$ cat src/rtl/adder_host_sequencer_if.sv
// adder_host_sequencer_if
//
// Bundles the three signal groups around the adder host sequencer:
//   request  : req_valid, req_ready, req_a, req_b
//   adder    : add_start, add_a, add_b, add_done, add_result
//   response : rsp_valid, rsp_ready, rsp_data, rsp_err
//
// Modports:
//   master : the sequencer. It drives req_ready, the adder operand bus and
//            start, and the response channel.
//   slave  : the surroundings. They are the request fabric, the adder and the
//            response consumer.
interface adder_host_sequencer_if #(
    parameter int WIDTH = 16
);
    logic             req_valid;
    logic             req_ready;
    logic [WIDTH-1:0] req_a;
    logic [WIDTH-1:0] req_b;

    logic             add_start;
    logic [WIDTH-1:0] add_a;
    logic [WIDTH-1:0] add_b;
    logic             add_done;
    logic [WIDTH-1:0] add_result;

    logic             rsp_valid;
    logic             rsp_ready;
    logic [WIDTH-1:0] rsp_data;
    logic             rsp_err;

    modport master (
        input  req_valid, req_a, req_b, add_done, add_result, rsp_ready,
        output req_ready, add_start, add_a, add_b, rsp_valid, rsp_data, rsp_err
    );

    modport slave (
        output req_valid, req_a, req_b, add_done, add_result, rsp_ready,
        input  req_ready, add_start, add_a, add_b, rsp_valid, rsp_data, rsp_err
    );
endinterface

$ cat src/rtl/adder_host_sequencer.sv
// adder_host_sequencer
//
// This is the initiator side of the serial adder's start/done handshake. It
// accepts one operand pair on the request port and loads it onto the adder
// operand bus. It then pulses add_start for START_CYCLES cycles. It follows
// add_done low and back high, and then returns the captured sum on the
// response port. Only one operation is in flight at a time.
//
// Ports:
//   clk  : rising-edge clock
//   rst  : asynchronous, active-high reset (shared with the adder)
//   bus  : adder_host_sequencer_if.master (request / adder / response groups)
//
// Parameters:
//   WIDTH        : operand / result width
//   START_CYCLES : cycles add_start is held high (1..15)
//   TIMEOUT      : cycle budget in RELEASE+WAIT. It applies only when the
//                  optional timeout is built in.
//
// Optional feature: define ADDER_HOST_TIMEOUT_EN to abort an operation that
// has not completed within TIMEOUT cycles of entering RELEASE. The aborted
// operation still produces a response, with rsp_err=1 and rsp_data=0. Without
// the macro, rsp_err is tied low and the sequencer waits forever.
module adder_host_sequencer #(
    parameter int WIDTH        = 16,
    parameter int START_CYCLES = 1,
    parameter int TIMEOUT      = 64
) (
    input  logic                 clk,
    input  logic                 rst,
    adder_host_sequencer_if.master bus
);
    typedef enum logic [2:0] {
        S_IDLE,
        S_ISSUE,
        S_RELEASE,
        S_WAIT,
        S_RESP
    } state_t;

    state_t           state_reg;
    logic [3:0]       start_cnt_reg;
    logic             add_start_reg;
    logic [WIDTH-1:0] add_a_reg;
    logic [WIDTH-1:0] add_b_reg;
    logic             rsp_valid_reg;
    logic [WIDTH-1:0] rsp_data_reg;

`ifdef ADDER_HOST_TIMEOUT_EN
    localparam int TO_W = $clog2(TIMEOUT + 1);
    logic [TO_W-1:0] to_cnt_reg;
    logic            rsp_err_reg;
    logic            to_hit;

    // The counter value is the number of completed cycles spent in RELEASE
    // and WAIT. The edge that would bring it to TIMEOUT is the abort edge.
    assign to_hit      = (to_cnt_reg == TO_W'(TIMEOUT - 1));
    assign bus.rsp_err = rsp_err_reg;
`else
    assign bus.rsp_err = 1'b0;
`endif

    // An accept is offered only when the adder is idle. A new operation
    // therefore never overlaps the tail of a previous one.
    assign bus.req_ready = (state_reg == S_IDLE) && bus.add_done;
    assign bus.add_start = add_start_reg;
    assign bus.add_a     = add_a_reg;
    assign bus.add_b     = add_b_reg;
    assign bus.rsp_valid = rsp_valid_reg;
    assign bus.rsp_data  = rsp_data_reg;

    always_ff @(posedge clk or posedge rst) begin
        if (rst) begin
            state_reg     <= S_IDLE;
            start_cnt_reg <= 4'd0;
            add_start_reg <= 1'b0;
            add_a_reg     <= '0;
            add_b_reg     <= '0;
            rsp_valid_reg <= 1'b0;
            rsp_data_reg  <= '0;
`ifdef ADDER_HOST_TIMEOUT_EN
            to_cnt_reg    <= '0;
            rsp_err_reg   <= 1'b0;
`endif
        end else begin
            case (state_reg)
                S_IDLE: begin
                    // Operands are written only here. This keeps them stable
                    // through the adder's load cycle and until the next accept.
                    if (bus.req_valid && bus.add_done) begin
                        add_a_reg     <= bus.req_a;
                        add_b_reg     <= bus.req_b;
                        add_start_reg <= 1'b1;
                        start_cnt_reg <= 4'd1;
                        state_reg     <= S_ISSUE;
                    end
                end

                S_ISSUE: begin
                    // start_cnt_reg counts the start-high cycles that have
                    // already begun, including the current one.
                    if (start_cnt_reg == 4'(START_CYCLES)) begin
                        add_start_reg <= 1'b0;
                        state_reg     <= S_RELEASE;
`ifdef ADDER_HOST_TIMEOUT_EN
                        to_cnt_reg    <= '0;
`endif
                    end else begin
                        start_cnt_reg <= start_cnt_reg + 4'd1;
                    end
                end

                S_RELEASE: begin
`ifdef ADDER_HOST_TIMEOUT_EN
                    if (to_hit) begin
                        rsp_data_reg  <= '0;
                        rsp_err_reg   <= 1'b1;
                        rsp_valid_reg <= 1'b1;
                        state_reg     <= S_RESP;
                    end else begin
                        to_cnt_reg <= to_cnt_reg + TO_W'(1);
                        if (!bus.add_done) begin
                            state_reg <= S_WAIT;
                        end
                    end
`else
                    if (!bus.add_done) begin
                        state_reg <= S_WAIT;
                    end
`endif
                end

                S_WAIT: begin
                    // A completion has priority over a timeout on the same edge.
                    if (bus.add_done) begin
                        rsp_data_reg  <= bus.add_result;
                        rsp_valid_reg <= 1'b1;
                        state_reg     <= S_RESP;
`ifdef ADDER_HOST_TIMEOUT_EN
                        rsp_err_reg   <= 1'b0;
`endif
                    end
`ifdef ADDER_HOST_TIMEOUT_EN
                    else if (to_hit) begin
                        rsp_data_reg  <= '0;
                        rsp_err_reg   <= 1'b1;
                        rsp_valid_reg <= 1'b1;
                        state_reg     <= S_RESP;
                    end else begin
                        to_cnt_reg <= to_cnt_reg + TO_W'(1);
                    end
`endif
                end

                S_RESP: begin
                    if (bus.rsp_ready) begin
                        rsp_valid_reg <= 1'b0;
                        state_reg     <= S_IDLE;
                    end
                end

                default: begin
                    state_reg <= S_IDLE;
                end
            endcase
        end
    end
endmodule

$ cat src/flat_wrapper.sv
// flat-port wrapper written by rule: the top's interface ports become plain ports
module adder_host_sequencer_flat 
#(
    parameter int WIDTH        = 16,
    parameter int START_CYCLES = 1,
    parameter int TIMEOUT      = 64
)
  (clk, rst, bus_req_valid, bus_req_a, bus_req_b, bus_add_done, bus_add_result, bus_rsp_ready, bus_req_ready, bus_add_start, bus_add_a, bus_add_b, bus_rsp_valid, bus_rsp_data, bus_rsp_err);
  adder_host_sequencer_if #(.WIDTH(WIDTH)) bus_i ();
  input  logic clk;
  input  logic rst;
  input wire logic [$bits(bus_i.req_valid)-1:0] bus_req_valid;
  input wire logic [$bits(bus_i.req_a)-1:0] bus_req_a;
  input wire logic [$bits(bus_i.req_b)-1:0] bus_req_b;
  input wire logic [$bits(bus_i.add_done)-1:0] bus_add_done;
  input wire logic [$bits(bus_i.add_result)-1:0] bus_add_result;
  input wire logic [$bits(bus_i.rsp_ready)-1:0] bus_rsp_ready;
  output wire logic [$bits(bus_i.req_ready)-1:0] bus_req_ready;
  output wire logic [$bits(bus_i.add_start)-1:0] bus_add_start;
  output wire logic [$bits(bus_i.add_a)-1:0] bus_add_a;
  output wire logic [$bits(bus_i.add_b)-1:0] bus_add_b;
  output wire logic [$bits(bus_i.rsp_valid)-1:0] bus_rsp_valid;
  output wire logic [$bits(bus_i.rsp_data)-1:0] bus_rsp_data;
  output wire logic [$bits(bus_i.rsp_err)-1:0] bus_rsp_err;
  assign bus_i.req_valid = bus_req_valid;
  assign bus_i.req_a = bus_req_a;
  assign bus_i.req_b = bus_req_b;
  assign bus_i.add_done = bus_add_done;
  assign bus_i.add_result = bus_add_result;
  assign bus_i.rsp_ready = bus_rsp_ready;
  assign bus_req_ready = bus_i.req_ready;
  assign bus_add_start = bus_i.add_start;
  assign bus_add_a = bus_i.add_a;
  assign bus_add_b = bus_i.add_b;
  assign bus_rsp_valid = bus_i.rsp_valid;
  assign bus_rsp_data = bus_i.rsp_data;
  assign bus_rsp_err = bus_i.rsp_err;
  adder_host_sequencer #(.WIDTH(WIDTH), .START_CYCLES(START_CYCLES), .TIMEOUT(TIMEOUT)) u_core (.clk(clk), .rst(rst), .bus(bus_i));
endmodule
$ cat config.mk
export PLATFORM = sky130hd
export DESIGN_NAME = adder_host_sequencer_flat
export DESIGN_NICKNAME = d
export VERILOG_FILES = /design/src/rtl/adder_host_sequencer_if.sv /design/src/rtl/adder_host_sequencer.sv /design/src/flat_wrapper.sv
export SDC_FILE = /design/constraint.sdc
export NUM_CORES = 1
export LEC_CHECK = 0
export ABC_AREA = 1
export CORE_MARGIN = 1
export CORE_UTILIZATION = 38
export CTS_CLUSTER_DIAMETER = 120
export CTS_CLUSTER_SIZE = 14
export DETAILED_ROUTE_END_ITERATION = 10
export PLACE_DENSITY = 0.83
export RECOVER_POWER = 25
export SLEW_MARGIN = 20
export SYNTH_ARGS = -nofsm -noshare
export SYNTH_HDL_FRONTEND = slang
export SYNTH_SLANG_ARGS = --single-unit
$ cat constraint.sdc
create_clock -name clk -period 2.1 [get_ports clk]
set_input_delay 0.63 -clock clk [delete_from_list [all_inputs] [get_ports clk]]
set_output_delay 0.63 -clock clk [all_outputs]
set_load 0.005 [all_outputs]
==> results of run 1 <==
-- path summary, 6_finish.rpt --
check                           cells past startpoint               startpoint                      end  slack (ps)
worst max-delay path                                1  u_core.bus.rsp_data[14]         bus_rsp_data[14]         270
worst min-delay path                                1      u_core.bus.add_b[4]      u_core.bus.add_b[4]         510
worst max register to register                      7      u_core.state_reg[1]  u_core.start_cnt_reg[0]         580
worst min register to register                      1      u_core.bus.add_b[4]      u_core.bus.add_b[4]         510
max in group asynchronous                           3                      rst      u_core.bus.add_b[5]         630
min in group asynchronous                           3                      rst      u_core.bus.add_b[1]         930
-- what timing repair did --
item / in CTS / in global routing
resized for setup: 4 / 3
endpoints found under the setup margin: 1 / 1
hold buffers: 0 / 0
-- cell usage in the layout, fill, tap and decap left out, types with 2 or more instances in the layout --
cell             netlist  final
clkdlybuf4s50_1        0    100
dfrtp_1               57     57
mux2_4                36     36
nand2_1               18     18
mux2_2                12     12
inv_1                 13     11
clkbuf_8               0     10
nand3_1                8      8
nor2_1                 5      5
o21ai_0                5      5
buf_4                  1      3
nor2_2                 2      2
ha_1                   2      2
bufinv_16              0      2
clkinv_2               0      2
clkbuf_2               0      2
-- routing by layer --
metal / wire [µm] / GRT usage (%) / share of wire (%) / vias up
met3: 403 / 5.93 / 7.9 / 7
li1: - / - / - / 813
met5: 0 / 0 / 0 / -
met1: 2210 / 18.8 / 43 / 848
met2: 2440 / 24.4 / 48 / 70
met4: 51 / 6.90 / 1.0 / 0
-- power by group --
part	internal (mW)	total (mW)	switching, mW
Combinational	1.68	2.43	0.750
Clock	0.699	1.12	0.426
Sequential	1.65	1.99	0.341
-- logic make-up after synthesis --
kind of cell             count (synthesis)  synth area share (%)
flip-flops                              57                  57.5
multiplexers                            48                  27.3
AND/OR/NAND/NOR                         39                  7.72
buffers and inverters                   18                  4.09
AO/OA/AOI/OAI                            8                  1.87
adder cells (fa/ha/maj)                  2                  1.01
other                                    1                 0.151
XOR/XNOR                                 1                 0.353
-- per-stage QoR --
| stage | hold WS [ps] | setup TNS [ps] | setup WS, ps |
|---|---|---|---|
| detailed placement | 491 | -1370 | -378 |
| CTS | 512 | 0 | 19.5 |
| global route | 525 | 0 | 181 |
| floorplan | 487 | 0 | 70.4 |
| finish | 508 | 0 | 269 |
| global placement | 486 | -648 | -353 |
-- layout make-up --
cell class                 count  area share (%)
sequential                    57            37.3
timing repair buffer         109            28.2
multi-input combinational     99            25.0
clock buffer                  11            3.69
tap                           77            2.52
clock inverter                 5            2.06
inverter                      13            1.27
==> reports/metrics.cfg, run 1 <==
[yosys]
synth_nets=229
synth.avg_cell_area_um2=14.2
synth_top_area_share_pct=57.5
async_reset_ff_share_pct=100
ys_ff_latch=57
ys_seq_area_share_pct=57.5
yosys_most_used_dff=dfrtp_1
synth-edff-count=0
yosysWarnings=0
synth_most_common_cell=dfrtp_1
yosysTopAreaCell=dfrtp_1
synth_common_cells=57 x dfrtp_1, 36 x mux2_4, 18 x nand2_1
yosysUniqueCellTypes=23
synth_area_leaders=dfrtp_1 58%, mux2_4 22%, mux2_2 5.5%, nand2_1 2.7%, inv_1 2.0%
syn_inst=174
syn-cell-area_um2=2480

[sta]
slew_viol_final=0
slew-limit-headroom_pct=49.1
max_freq_mhz=546
grt_setup_unrepaired=false
setup_violations=0
fin_crit_ps=1830
hold_viol=0
post-route-period-util_pct=87.2
fin_skew_ps=6.97
worst_slew_pin_slew_ps=763

[worst_setup_path]
cp_max_fo=2
crit_required_ps=1470
path_class=reg -> out
cp_num_buf_inv=1
cp-end-kind=output port
cp.arrival_ps=1200
crit_family=buffers and inverters
cpMaxStageDelayCell=clkdlybuf4s50_1
crit_chain=clkdlybuf4s50_1
crit_path_max_incr_delay_ps=520
start_kind=register

[route]
antenna_left=0
vias=1738
drt_wl_total_um=5100
wl_per_cell_um=13.8
drc_errors=0
drt_iter0_drc=66
drt-vias-per-instance=4.68
first_pass_iters=4

[floorplanning]
num_rows=29
die_w_um=82.8
die_y_um=82.8
io_pins=105
initial_core_util_pct=39.3
core_area_um2=6310
die-area_um2=6850

[cells_and_area]
final_cells=371
fill_cells=523
multiInputGateArea_um2=956
drive_gt1_share_pct=26.2
num_antenna_cells=0
regArea_um2=1430
nNetsFinal=344
fin_util_pct=60.6
area_growth_syn_to_layout_pct=54.5
fin_area_um2=3830

[grt]
grt_overflow=0
grt_max_degree=32
antenna_found_initial=0
grt_pass1_vias=1711
track_usage_pct=15.5
grt_pass1_wl_um=7770

[clocking]
clock_latency_ps=320
cts_made_buffers=9
post_cts_buffers=0
cts_tree=built
cts_sinks=57
clk_path_buf_depth=2
cts_htree_levels=3
clk_pin_slew_worst_paths_ps=70
cts-root-buf=clkbuf_8

[pwr]
peakVddDrop_mv=0.956
power_density_nw_per_um2=1450
power.total_mw=5.55
p_leak_nw=1.83

[job]
drv_cap=0

[placed_design]
dp_cells=355
routabilityCongestion=0.803
port_buffers=103
place_area_um2=3610
dpl.hpwl_um=3670

[outcome]
status=complete, no violations

[worst_hold_path]
hold_path_class=reg -> reg

(Power assumes the default switching activity.)
==> run 2: changes to the inputs <==
==> constraint.sdc (replaced) <==
create_clock -name clk -period 2.1 [get_ports clk]
set_input_delay 0.42 -clock clk [delete_from_list [all_inputs] [get_ports clk]]
set_output_delay 0.42 -clock clk [all_outputs]
set_load 0.005 [all_outputs]
==> reports/metrics.cfg, run 2 (same netlist as run 1, synthesis figures left out) <==
[sta]
setup_violations=0  ; unchanged
max_freq_mhz=594  ; +8.8%
slew-limit-headroom_pct=49.5  ; +0.35 points
worst_slew_pin_slew_ps=757  ; -6.03 ps
hold_viol=0  ; unchanged
post-route-period-util_pct=80.1  ; -7.1 points
slew_viol_final=0  ; unchanged
setup_ws_ps=417  ; +148 ps
fin_skew_ps=6.52  ; -0.445 ps
holdWs_ps=503  ; -5.74 ps
fin_crit_ps=1680  ; -148 ps
fin_setup_tns_ps=0  ; unchanged
grt_setup_unrepaired=false

[clocking]
cts_sinks=57  ; unchanged
cts-root-buf=clkbuf_8
clock_latency_ps=330  ; about the same
cts_htree_levels=3  ; unchanged
clk_pin_slew_worst_paths_ps=60  ; about the same
cts_tree=built
clk_path_buf_depth=2  ; unchanged
cts_made_buffers=9  ; unchanged

[grt]
track_usage_pct=15.8  ; +0.25 points
antenna_found_initial=0  ; unchanged
grt_overflow=0  ; unchanged
grt_max_degree=39  ; +22%
grt_pass1_wl_um=7650  ; -1.5%
grt_pass1_vias=1710  ; -0.058%

[pwr]
seqPwrFrac_pct=34.6  ; -1.2 points
p_leak_nw=1.87  ; +1.8%
clkPwrFrac_pct=21.7  ; +1.4 points
combPwrFrac_pct=43.7  ; -0.2 points
power.total_mw=5.71  ; +3.0%
p_int_mw=4.19  ; +3.9%
peakVddDrop_mv=0.891  ; -6.9%
swShare_pct=26.7  ; -0.65 points
power_density_nw_per_um2=1460  ; +1.1%
switchingPower_mw=1.52  ; +0.53%

[cells_and_area]
nNetsFinal=347  ; +0.87%
multiInputGateArea_um2=956  ; unchanged
fin_util_pct=61.8  ; +1.1 points
fill_cells=506  ; -3.3%
drive_gt1_share_pct=26.6  ; +0.41 points
final_common_cell=clkdlybuf4s50_1
final_cell_mix=101 x clkdlybuf4s50_1, 55 x dfrtp_1, 36 x mux2_4
area_growth_syn_to_layout_pct=57.3
final_cells=374  ; +0.81%
regArea_um2=1430  ; +0.18%
num_antenna_cells=0  ; unchanged
fin_area_um2=3900  ; +1.9%

[placed_design]
pre_cts_ws_ps=49.8  ; +428 ps
dpl.hpwl_um=3660  ; -0.45%
dp_cells=355  ; unchanged
port_buffers=103  ; unchanged
place_area_um2=3620  ; +0.35%
routabilityCongestion=0.823  ; +2.4%

[worst_hold_path]
worstHoldEndpoint=u_core.bus.rsp_data[8]
hold_path_class=reg -> reg
hold_path_depth=1  ; unchanged
hold_start=u_core.bus.rsp_data[8]

[worst_setup_path]
start_kind=input port
cp_max_fo=17  ; +15
worstReg2RegStart=u_core.state_reg[1]
crit_required_ps=2310  ; +840 ps
cp-end-kind=register
path_class=in -> reg
cp.arrival_ps=1890  ; +690 ps
reg2reg_slack_ps=490  ; -90 ps
rr_worst_depth=8  ; +1
r2r_end=u_core.start_cnt_reg[0]

[floorplanning]
die-area_um2=6850  ; unchanged
io_pins=105  ; unchanged
num_rows=29  ; unchanged
core_area_um2=6310  ; unchanged
die_y_um=82.8  ; unchanged
die_w_um=82.8  ; unchanged
initial_core_util_pct=39.3  ; unchanged

[outcome]
status=complete, no violations

[route]
antenna_left=0  ; unchanged
drt-vias-per-instance=4.60  ; -1.8%
drt_wl_total_um=5160  ; +1.1%
drc_errors=0  ; unchanged
vias=1721  ; -0.98%
first_pass_iters=4  ; unchanged
wl_per_cell_um=13.8  ; +0.33%
drt_iter0_drc=34  ; -48%

[job]
drv_cap=0  ; unchanged

==> run 2: changes by cell type in the layout (fill, tap and decap cells not counted), moves of 2 or more <==
cell	previous run	this run
dfrtp_2	0	2
clkbuf_2	2	0
dfrtp_1	57	55
buf_4	3	7
inv_1	11	13
==> run 2: final cells by class <==
class	count	area share [%]
Tap cell	77	2.47
Clock inverter	5	2.63
Inverter	13	1.25
Sequential cell	57	36.6
Timing Repair Buffer	112	28.9
Clock buffer	11	3.63
Multi-Input combinational cell	99	24.5
==> run 2: power by group through the flow <==
stage | clock network [mW] | logic (mW) | registers [mW]
after floorplan | 0 | 1.15 | 1.99
after global placement | 0 | 2.41 | 1.96
after detailed placement | 0 | 2.46 | 1.98
after CTS | 1.27 | 2.50 | 1.98
after global routing | 1.33 | 2.71 | 2.05
final | 1.24 | 2.50 | 1.97
==> run 2: worst max path at each step <==
stage	startpoint	to	slack (ps)	depth (start not counted)
4_1_cts	u_core.state_reg[2]	bus_req_ready	4	4
5_1_grt	u_core.state_reg[2]	bus_req_ready	340	4
3_3_place_gp	bus_add_done	bus_req_ready	60	4
2_1_floorplan	rst	u_core.bus.add_a[0]	280	1
6_report	bus_add_done	u_core.bus.add_a[13]	420	7
3_5_place_dp	bus_add_done	bus_req_ready	50	4
==> run 2: worst max-delay path, stage by stage <==
cell and delay [ps]:
clkdlybuf4s50_1 470, buf_4 130, nand2_1 60, inv_1 90, nand3_4 170, buf_12 220
mux2_4 300
==> run 2: timing repair <==
action	4_1_cts	5_1_grt
pin swaps	0	1
hold endpoints to repair	0	0
hold buffers	0	0
resized for setup	3	1
buffers inserted	1	2
setup endpoints to repair	1	1
==> run 2: metal layers <==
metal	up-vias	track usage (%)	part of all wire [%]
li1	816	-	-
met1	820	19.0	42
met2	76	24.0	47
met3	9	7.80	9.9
met4	0	6.21	1.2
met5	-	0	0
==> run 3: changes to the inputs <==
--- a/config.mk
+++ b/config.mk
@@ -7,11 +7,11 @@
 export LEC_CHECK = 0
 export ABC_AREA = 1
 export CORE_MARGIN = 1
-export CORE_UTILIZATION = 38
+export CORE_UTILIZATION = 42
 export CTS_CLUSTER_DIAMETER = 120
 export CTS_CLUSTER_SIZE = 14
 export DETAILED_ROUTE_END_ITERATION = 10
-export PLACE_DENSITY = 0.83
+export PLACE_DENSITY = 0.86
 export RECOVER_POWER = 25
 export SLEW_MARGIN = 20
 export SYNTH_ARGS = -nofsm -noshare
==> constraint.sdc (replaced) <==
create_clock -name clk -period 1.7 [get_ports clk]
set_input_delay 0.34 -clock clk [delete_from_list [all_inputs] [get_ports clk]]
set_output_delay 0.34 -clock clk [all_outputs]
set_load 0.005 [all_outputs]
==> reports/metrics.cfg, run 3 (same netlist as run 1, synthesis figures left out) <==
[pwr]
p_leak_nw=1.84  ; -1.6%
swShare_pct=27.1  ; +0.36 points
switchingPower_mw=1.84  ; +21%
seqPwrFrac_pct=35.5  ; +0.9 points
p_int_mw=4.96  ; +18%
clkPwrFrac_pct=19.0  ; -2.7 points
combPwrFrac_pct=45.4  ; +1.7 points
power.total_mw=6.80  ; +19%
peakVddDrop_mv=0.907  ; +1.8%
power_density_nw_per_um2=1770  ; +21%

[grt]
grt_pass1_wl_um=8500  ; +11%
grt_overflow=0  ; unchanged
track_usage_pct=18.1  ; +2.4 points
grt_pass1_vias=1806  ; +5.6%
antenna_found_initial=0  ; unchanged
grt_max_degree=28  ; -28%

[route]
drc_errors=0  ; unchanged
first_pass_iters=4  ; unchanged
drt_iter0_drc=58  ; +71%
drt-vias-per-instance=4.66  ; +1.4%
antenna_left=0  ; unchanged
drt_wl_total_um=5110  ; -0.99%
wl_per_cell_um=13.9  ; +0.35%
vias=1721  ; unchanged

[cells_and_area]
final_common_cell=clkdlybuf4s50_1
multiInputGateArea_um2=951  ; -0.52%
final_cell_mix=101 x clkdlybuf4s50_1, 57 x dfrtp_1, 36 x mux2_4
area_growth_syn_to_layout_pct=54.9
fin_util_pct=68.5  ; +6.7 points
regArea_um2=1430  ; -0.17%
fin_area_um2=3840  ; -1.6%
num_antenna_cells=0  ; unchanged
nNetsFinal=347  ; unchanged
drive_gt1_share_pct=26.3  ; -0.34 points
fill_cells=439  ; -13%

[clocking]
cts_sinks=57  ; unchanged
cts_hold_buf=0  ; unchanged
cts_made_buffers=9  ; unchanged
clk_path_buf_depth=2  ; unchanged
cts_htree_levels=3  ; unchanged
post_cts_buffers=0  ; -1
clk_pin_slew_worst_paths_ps=60  ; about the same
cts_tree=built
clock_latency_ps=330  ; about the same
cts-root-buf=clkbuf_8

[worst_hold_path]
hold_path_class=in -> async

[placed_design]
place_area_um2=3670  ; +1.2%
dpl.hpwl_um=3800  ; +4.1%
port_buffers=103  ; unchanged
routabilityCongestion=0.903  ; +9.8%

[worst_setup_path]
path_class=in -> out
crit_required_ps=1360  ; -950 ps
cp-end-kind=output port
cp_max_fo=2  ; -15
cp.arrival_ps=1230  ; -660 ps
start_kind=input port

[sta]
worst_slew_pin_slew_ps=654  ; -103 ps
max_freq_mhz=639
hold_viol=0  ; unchanged
slew-limit-headroom_pct=56.4  ; +6.9 points
grt_setup_unrepaired=false
setup_violations=0  ; unchanged
post-route-period-util_pct=92.1
fin_crit_ps=1570
fin_skew_ps=5.86  ; -0.665 ps
slew_viol_final=0  ; unchanged
fin_setup_tns_ps=0  ; unchanged

[floorplanning]
die_y_um=78.8  ; -4.8%
core_area_um2=5610  ; -11%
io_pins=105  ; unchanged
initial_core_util_pct=44.2  ; +4.9 points
die_w_um=78.8  ; -4.8%
num_rows=27  ; -6.9%
die-area_um2=6210  ; -9.3%

[job]
drv_cap=0  ; unchanged

[outcome]
status=complete, no violations

==> run 3: stage by stage <==
| stage | setup slack [ps] | instances | hold WS, ps |
|---|---|---|---|
| floorplan | 372 | 174 | 427 |
| global placement | -258 | 353 | 479 |
| detailed placement | -264 | 353 | 491 |
| CTS | 13.1 | 369 | 292 |
| global route | 64.7 | 369 | 444 |
| finish | 134 | 369 | 431 |
==> run 3: repair_timing <==
action,4_1_cts,5_1_grt
setup endpoints to repair,1,1
hold endpoints to repair,0,0
gates resized for setup,1,2
==> run 3: area by class of cell <==
cell class	instances	area share [%]
multi-input combinational	99	24.8
sequential	57	37.2
clock buffer	14	4.50
tap	72	2.35
inverter	13	1.30
clock inverter	2	0.913
timing repair buffer	112	29.0
==> run 3: critical path, stage by stage <==
cell,delay [ps]
clkdlybuf4s50_1,490
inv_1,60
nor3_1,180
clkbuf_2,160
==> run 3: worst paths after layout <==
kind | endpoint | slack (ps) | cells past startpoint | start
max | bus_req_ready | 130 | 4 | bus_add_done
min | u_core.bus.add_b[1] | 430 | 2 | rst
max reg2reg | u_core.start_cnt_reg[0] | 300 | 8 | u_core.state_reg[1]
min reg2reg | u_core.bus.rsp_data[3] | 500 | 1 | u_core.bus.rsp_data[3]
max in group asynchronous | u_core.bus.add_start | 330 | 3 | rst
min in group clk | u_core.bus.rsp_data[3] | 500 | 1 | u_core.bus.rsp_data[3]
==> run 3: routing by layer <==
metal	vias to the layer above	track usage [%]	wire length, µm	share of wire (%)
met3	11	8.62	471	9.2
li1	819	-	-	-
met2	72	28.8	2440	48
met1	819	21.5	2100	41
met4	0	6.55	93	1.8
met5	-	0	0	0
==> run 3: power groups by stage <==
stage	Clock, mW	Sequential [mW]	Combinational, mW
detailed placement	0	2.42	3.14
finish	1.29	2.42	3.09
floorplan	0	2.46	1.42
global placement	0	2.40	3.07
global route	1.40	2.51	3.35
CTS	1.34	2.42	3.15
